File: config.mk
export PLATFORM = sky130hd
export DESIGN_NAME = pipe_arb_ctrl_flat
export DESIGN_NICKNAME = d
export VERILOG_FILES = /design/src/rtl/pipe_arb_pkg.sv /design/src/rtl/pipe_arb_if.sv /design/src/rtl/pipe_arb_dp.sv /design/src/rtl/pipe_arb_ctrl.sv /design/src/flat_wrapper.sv
export SDC_FILE = /design/constraint.sdc
export NUM_CORES = 1
export LEC_CHECK = 0
export BUFFER_PORTS_ARGS = -buffer_cell sky130_fd_sc_hd__buf_2
export CAP_MARGIN = 15
export CORE_UTILIZATION = 48
export CTS_CLUSTER_DIAMETER = 100
export DETAILED_ROUTE_END_ITERATION = 8
export PLACE_DENSITY = 0.75
export SYNTH_ARGS = -nofsm -noshare
export SYNTH_HDL_FRONTEND = slang
export SYNTH_SLANG_ARGS = --single-unit
File: constraint.sdc
create_clock -name clk -period 4 [get_ports clk]
set_input_delay 0.6 -clock clk [delete_from_list [all_inputs] [get_ports clk]]
set_output_delay 0.6 -clock clk [all_outputs]
set_load 0.1 [all_outputs]
File: src/rtl/pipe_arb_pkg.sv
// pipe_arb_pkg: shared constants, ID/result types and operand slice helper for pipe_arb_ctrl
package pipe_arb_pkg;
    localparam int LAT      = 3;
    localparam int N_DEF    = 10;
    localparam int NREQ_DEF = 4;
    localparam int IDW_DEF  = 2;
    typedef logic [IDW_DEF-1:0] id_t;
    typedef struct packed {
        id_t              id;
        logic [N_DEF-1:0] res;
    } res_t;
    function automatic logic [N_DEF-1:0] op_slice(input logic [NREQ_DEF*N_DEF-1:0] bus, input id_t i);
        return bus[i*N_DEF +: N_DEF];
    endfunction
endpackage

File: src/rtl/pipe_arb_if.sv
// pipe_arb_if: requester/result bundle between the engines and pipe_arb_ctrl
interface pipe_arb_if
    import pipe_arb_pkg::*;
#(
    parameter int N    = N_DEF,
    parameter int NREQ = NREQ_DEF,
    parameter int IDW  = $clog2(NREQ)
) ();
    logic [NREQ-1:0]   req;
    logic [NREQ*N-1:0] a_bus;
    logic [NREQ*N-1:0] b_bus;
    logic [NREQ*N-1:0] c_bus;
    logic [NREQ*N-1:0] d_bus;
    logic              stall;
    logic [NREQ-1:0]   gnt;
    logic              res_valid;
    logic [IDW-1:0]    res_id;
    logic [N-1:0]      res;
    logic              busy;
    modport master (output req, a_bus, b_bus, c_bus, d_bus, stall,
                    input  gnt, res_valid, res_id, res, busy);
    modport slave  (input  req, a_bus, b_bus, c_bus, d_bus, stall,
                    output gnt, res_valid, res_id, res, busy);
endinterface

File: src/rtl/pipe_arb_dp.sv
// pipe_arb_dp: 3-stage ((A+B)+(C-D))*D datapath with valid/ID sideband and stall enable
module pipe_arb_dp #(
    parameter int N   = 10,
    parameter int IDW = 2
) (
    input  logic           clk,
    input  logic           rst,
    input  logic           i_en,
    input  logic           i_v,
    input  logic [IDW-1:0] i_id,
    input  logic [N-1:0]   i_a,
    input  logic [N-1:0]   i_b,
    input  logic [N-1:0]   i_c,
    input  logic [N-1:0]   i_d,
    output logic           o_valid,
    output logic [IDW-1:0] o_id,
    output logic [N-1:0]   o_res,
    output logic           o_busy
);
    logic           r_v1, r_v2, r_v3;
    logic [N-1:0]   r_x1, r_x2, r_d1, r_x3, r_d2, r_res;
    logic [IDW-1:0] r_id1, r_id2, r_id3;
    always_ff @(posedge clk) begin
        if (rst) begin
            {r_v1, r_v2, r_v3} <= '0;
            {r_x1, r_x2, r_d1, r_x3, r_d2, r_res} <= '0;
            {r_id1, r_id2, r_id3} <= '0;
        end else if (i_en) begin
            r_v1  <= i_v;
            r_x1  <= i_a + i_b;
            r_x2  <= i_c - i_d;
            r_d1  <= i_d;
            r_id1 <= i_id;
            r_v2  <= r_v1;
            r_x3  <= r_x1 + r_x2;
            r_d2  <= r_d1;
            r_id2 <= r_id1;
            r_v3  <= r_v2;
            // bubbles leave the last result visible
            if (r_v2) begin
                r_res <= r_x3 * r_d2;
                r_id3 <= r_id2;
            end
        end
    end
    assign o_valid = r_v3;
    assign o_id    = r_id3;
    assign o_res   = r_res;
    assign o_busy  = r_v1 | r_v2 | r_v3;
endmodule

File: src/rtl/pipe_arb_ctrl.sv
// pipe_arb_ctrl: round-robin arbiter sharing pipe_arb_dp; PIPE_ARB_FIXED_PRIO_EN selects fixed priority
module pipe_arb_ctrl
    import pipe_arb_pkg::*;
#(
    parameter int N    = N_DEF,
    parameter int NREQ = NREQ_DEF,
    parameter int IDW  = $clog2(NREQ)
) (
    input  logic      clk,
    input  logic      rst,
    pipe_arb_if.slave bus
);
    logic [IDW-1:0] w_win;
    logic           w_found;
    logic           w_fire;
    logic [N-1:0]   w_a, w_b, w_c, w_d;
`ifdef PIPE_ARB_FIXED_PRIO_EN
    always_comb begin
        w_win   = '0;
        w_found = 1'b0;
        for (int k = NREQ - 1; k >= 0; k--) begin
            if (bus.req[k]) begin
                w_found = 1'b1;
                w_win   = IDW'(k);
            end
        end
    end
`else
    logic [IDW-1:0] r_rr_ptr;
    // scan downward so the requester nearest after r_rr_ptr is written last
    always_comb begin
        w_win   = '0;
        w_found = 1'b0;
        for (int k = NREQ; k >= 1; k--) begin
            if (bus.req[(int'(r_rr_ptr) + k) % NREQ]) begin
                w_found = 1'b1;
                w_win   = IDW'((int'(r_rr_ptr) + k) % NREQ);
            end
        end
    end
    always_ff @(posedge clk) begin
        if (rst) r_rr_ptr <= IDW'(NREQ - 1);
        else if (w_fire) r_rr_ptr <= w_win;
    end
`endif
    assign w_fire  = w_found & ~bus.stall;
    assign bus.gnt = w_fire ? NREQ'(1) << w_win : '0;
    assign w_a = bus.a_bus[w_win*N +: N];
    assign w_b = bus.b_bus[w_win*N +: N];
    assign w_c = bus.c_bus[w_win*N +: N];
    assign w_d = bus.d_bus[w_win*N +: N];
    pipe_arb_dp #(.N(N), .IDW(IDW)) u_dp (
        .clk     (clk),
        .rst     (rst),
        .i_en    (~bus.stall),
        .i_v     (w_fire),
        .i_id    (w_win),
        .i_a     (w_a),
        .i_b     (w_b),
        .i_c     (w_c),
        .i_d     (w_d),
        .o_valid (bus.res_valid),
        .o_id    (bus.res_id),
        .o_res   (bus.res),
        .o_busy  (bus.busy)
    );
endmodule

File: src/flat_wrapper.sv
// flat-port wrapper written by rule: the top's interface ports become plain ports
module pipe_arb_ctrl_flat import pipe_arb_pkg::*;
#(
    parameter int N    = N_DEF,
    parameter int NREQ = NREQ_DEF,
    parameter int IDW  = $clog2(NREQ)
)
  (clk, rst, bus_req, bus_a_bus, bus_b_bus, bus_c_bus, bus_d_bus, bus_stall, bus_gnt, bus_res_valid, bus_res_id, bus_res, bus_busy);
  pipe_arb_if #(.N(N), .NREQ(NREQ), .IDW(IDW)) bus_i ();
  input  logic clk;
  input  logic rst;
  input wire logic [$bits(bus_i.req)-1:0] bus_req;
  input wire logic [$bits(bus_i.a_bus)-1:0] bus_a_bus;
  input wire logic [$bits(bus_i.b_bus)-1:0] bus_b_bus;
  input wire logic [$bits(bus_i.c_bus)-1:0] bus_c_bus;
  input wire logic [$bits(bus_i.d_bus)-1:0] bus_d_bus;
  input wire logic [$bits(bus_i.stall)-1:0] bus_stall;
  output wire logic [$bits(bus_i.gnt)-1:0] bus_gnt;
  output wire logic [$bits(bus_i.res_valid)-1:0] bus_res_valid;
  output wire logic [$bits(bus_i.res_id)-1:0] bus_res_id;
  output wire logic [$bits(bus_i.res)-1:0] bus_res;
  output wire logic [$bits(bus_i.busy)-1:0] bus_busy;
  assign bus_i.req = bus_req;
  assign bus_i.a_bus = bus_a_bus;
  assign bus_i.b_bus = bus_b_bus;
  assign bus_i.c_bus = bus_c_bus;
  assign bus_i.d_bus = bus_d_bus;
  assign bus_i.stall = bus_stall;
  assign bus_gnt = bus_i.gnt;
  assign bus_res_valid = bus_i.res_valid;
  assign bus_res_id = bus_i.res_id;
  assign bus_res = bus_i.res;
  assign bus_busy = bus_i.busy;
  pipe_arb_ctrl #(.N(N), .NREQ(NREQ), .IDW(IDW)) u_core (.clk(clk), .rst(rst), .bus(bus_i));
endmodule
==> metrics.csv <==
stage;metric;value;unit
outcome;status;finished, violations left;
sta;Slew Limit Headroom;37.1;%
sta;Worst-Margin Slew;0.942;ns
global_route;number of global-route vias before repair;6222;
global_route;GRT Overall Usage;27.2;%
floorplan;core area;12600;sq um
yosys;Synth Flop Type;dfxtp_1;
drt;Routed Antenna Nets;0;
cells_and_area;P&R area growth vs syn;26.3;%
drt;Wirelength per Cell;14.5;um
cells_and_area;# diodes;0;
min_path;Hold Crit Class;reg2reg;
clocking;CTS tree;built;
cells_and_area;fraction of layout instances using a drive strength above 1;26.9;%
outcome;failing checks;negative setup slack;
cells_and_area;commonest non-fill, non-tap cells in the layout;nand2_1, buf_2, nor2_1, dfxtp_1, a21oi_1;
place;HPWL after DPL;13600;um
drt;WL final;17100;um
setup_path;worst path required time;4.26;ns
place;input/output buffers;184;
drt;drc violations;0;
yosys;top cell type's share of synthesized area;22.9;%
clocking;Clock Latency Late Sink;0.33;ns
clocking;htree depth;3;
sta;Final TNS setup;-0.0941;ns
cells_and_area;commonest non-fill, non-tap cell in the layout;nand2_1;
power;Peak VDD IR;0.221;mV
drt;DRT iter0 DRCs;253;
global_route;initial antenna violation count;0;
clocking;Hold Buf Count CTS;0;
global_route;first-pass GRT wire length;28400;um
cells_and_area;Final nets;1248;
sta;final worst slack;-0.0553;ns
drt;vias per std cell;5.19;
yosys;distinct cell type count after synthesis;41;
setup_path;Setup crit start;u_core.u_dp.r_x3[5]$_SDFFE_PP0N_;
power;LEAKAGE;0.00405;uW
drt;First-pass DRT Iterations;5;
sta;Slew Viols, Final;0;
sta;fin crit share;101;%
setup_path;Critical Path AT;4.32;ns
power;PD cells;382;nW/um^2
clocking;clock buffer depth;2;
clocking;Post-CTS Setup Repair Bufs;0;
yosys;number of flops mapped to enable cells by yosys;0;
floorplan;num ports;185;
cells_and_area;Layout Utilization;62.1;%
sta;Final min period;4.06;ns
sta;final setup fails;2;
min_path;Hold Startpoint;u_core.u_dp.o_res[7]$_SDFFE_PP0P_;
sta;Final Hold Fails;0;
sta;RSZ-0062 raised after global routing;yes;
yosys;syn_area_per_cell;7.60;sq um
place;pre-CTS setup slack;-0.156;ns
setup_path;Reg2Reg Depth;14;
place;routability cong.;0.876;
job;max_cap viols;0;
clocking;Root Driver;clkbuf_16;
setup_path;R2R setup slack;-0.06;ns
yosys;Synth warnings;0;
min_path;worst hold stages;2;
clocking;Inserted Clock Buffers;9;
setup_path;crit start category;flop;
floorplan;Initial Util;49.2;%
yosys;FF+latch count, synth;71;
sta;f_max;247;MHz
floorplan;height of the die;116;um
floorplan;Die Wd;116;um
setup_path;r2r startpoint;u_core.u_dp.r_x3[5]$_SDFFE_PP0N_;
cells_and_area;Finished Layout Cells;1182;
place;placed cells;1166;
global_route;pin count of the biggest net entering global routing;69;
clocking;clk sinks;71;
global_route;gr ovfl total;0;
yosys;top cells by area, synth;dfxtp_1, nand2_1, ha_1, fa_1, mux2i_1;
yosys;leading area contributor after synthesis;dfxtp_1;
floorplan;site row count;41;
yosys;post-synthesis cell count;816;
yosys;asr flop ratio synth;0;%
drt;Via Count;6134;
setup_path;critical path peak fanout;6;
yosys;register area share after synthesis;22.9;%
yosys;Mapped Area;6200;sq um
setup_path;crit end category;flop;
floorplan;die area;13400;sq um
clocking;Clock Pin Slew Worst Setup and Hold Paths;0.06;ns
sta;worst clock skew;0.00720;ns
yosys;syn nets;1059;
setup_path;kind of critical path;reg2reg;
==> final cells by class <==
class	instances	area, sq um
Inverter	40	150
Clock inverter	6	70.1
Sequential cell	71	1440
Tap cell	172	215
Clock buffer	10	229
Timing Repair Buffer	226	1250
Multi-Input combinational cell	657	4480
Fill cell	1175	4780
==> metrics by stage <==
| step | hold slack [ns] | instance area, sq um | power [uW] |
|---|---|---|---|
| floorplan | 0.432 | 6240 | 1840 |
| global placement | 0.439 | 7480 | 2170 |
| detailed placement | 0.447 | 7480 | 2190 |
| CTS | 0.453 | 7810 | 3010 |
| global route | 0.487 | 7840 | 3210 |
| finish | 0.458 | 7840 | 3000 |
==> worst paths after layout <==
check | to
min | u_core.u_dp.o_res[7]$_SDFFE_PP0P_
min reg2reg | u_core.u_dp.o_res[7]$_SDFFE_PP0P_
max | u_core.u_dp.o_res[9]$_SDFFE_PP0P_
max reg2reg | u_core.u_dp.o_res[9]$_SDFFE_PP0P_
==> cell families (layout without fill, tap and decap cells) <==
| kind of cell | count (synthesis) | in the layout | synth area share (%) |
|---|---|---|---|
| AND/OR/NAND/NOR | 344 | 344 | 23.7 |
| adder cells (fa/ha/maj) | 76 | 76 | 18.4 |
| XOR/XNOR | 49 | 49 | 6.92 |
| AO/OA/AOI/OAI | 135 | 135 | 13.6 |
| flip-flops | 71 | 71 | 22.9 |
| buffers and inverters | 88 | 282 | 5.77 |
| multiplexers | 53 | 53 | 8.73 |
==> per-layer routing <==
metal	vias to the layer above	wire (um)	track usage [%]	part of all wire, %
li1	3094	-	-	-
met1	2794	6860	30.0	40
met2	204	8660	51.0	51
met3	42	957	4.13	5.6
met4	0	654	12.6	3.8
met5	-	0	0	0
==> synthesized netlist by cell type, drive strengths merged, types with 21 or more instances <==
| cell | count |
|---|---|
| nand2 | 201 |
| dfxtp | 71 |
| nor2 | 63 |
| a21oi | 58 |
| ha | 51 |
| mux2i | 44 |
| inv | 40 |
| xnor2 | 40 |
| clkbuf | 34 |
| a31oi | 28 |
| and3 | 25 |
| fa | 25 |
| and2 | 21 |
==> state kept, by name, indices dropped and copies added (netlist names), 10 cells and up <==
| name | cells |
|---|---|
| u_core.u_dp.o_res | 10 |
| u_core.u_dp.r_d1 | 10 |
| u_core.u_dp.r_d2 | 10 |
| u_core.u_dp.r_x1 | 10 |
| u_core.u_dp.r_x2 | 10 |
| u_core.u_dp.r_x3 | 10 |
==> critical path, stage by stage, from the launching register on <==
cell,delay [ns]
dfxtp_4,0.37
nand2_2,0.07
fa_1,0.51
fa_1,0.52
inv_1,0.05
fa_1,0.45
fa_1,0.49
inv_1,0.05
fa_2,0.51
inv_1,0.04
ha_1,0.18
o41a_1,0.38
xnor2_1,0.15
nand2_1,0.08
a21oi_2,0.15
==> power breakdown <==
part           total (uW)  internal, uW  switching, uW
Combinational        1300           610            694
Clock                 803           486            317
Sequential            889           808           81.4
Total                3000          1900           1090
==> what timing repair did <==
item                       CTS  global route
gates resized for setup     14             5
setup endpoints to repair    2             4
pin swaps                    1             3
cloned                       0             0
No activity file was read; power rests on OpenSTA's default activity.
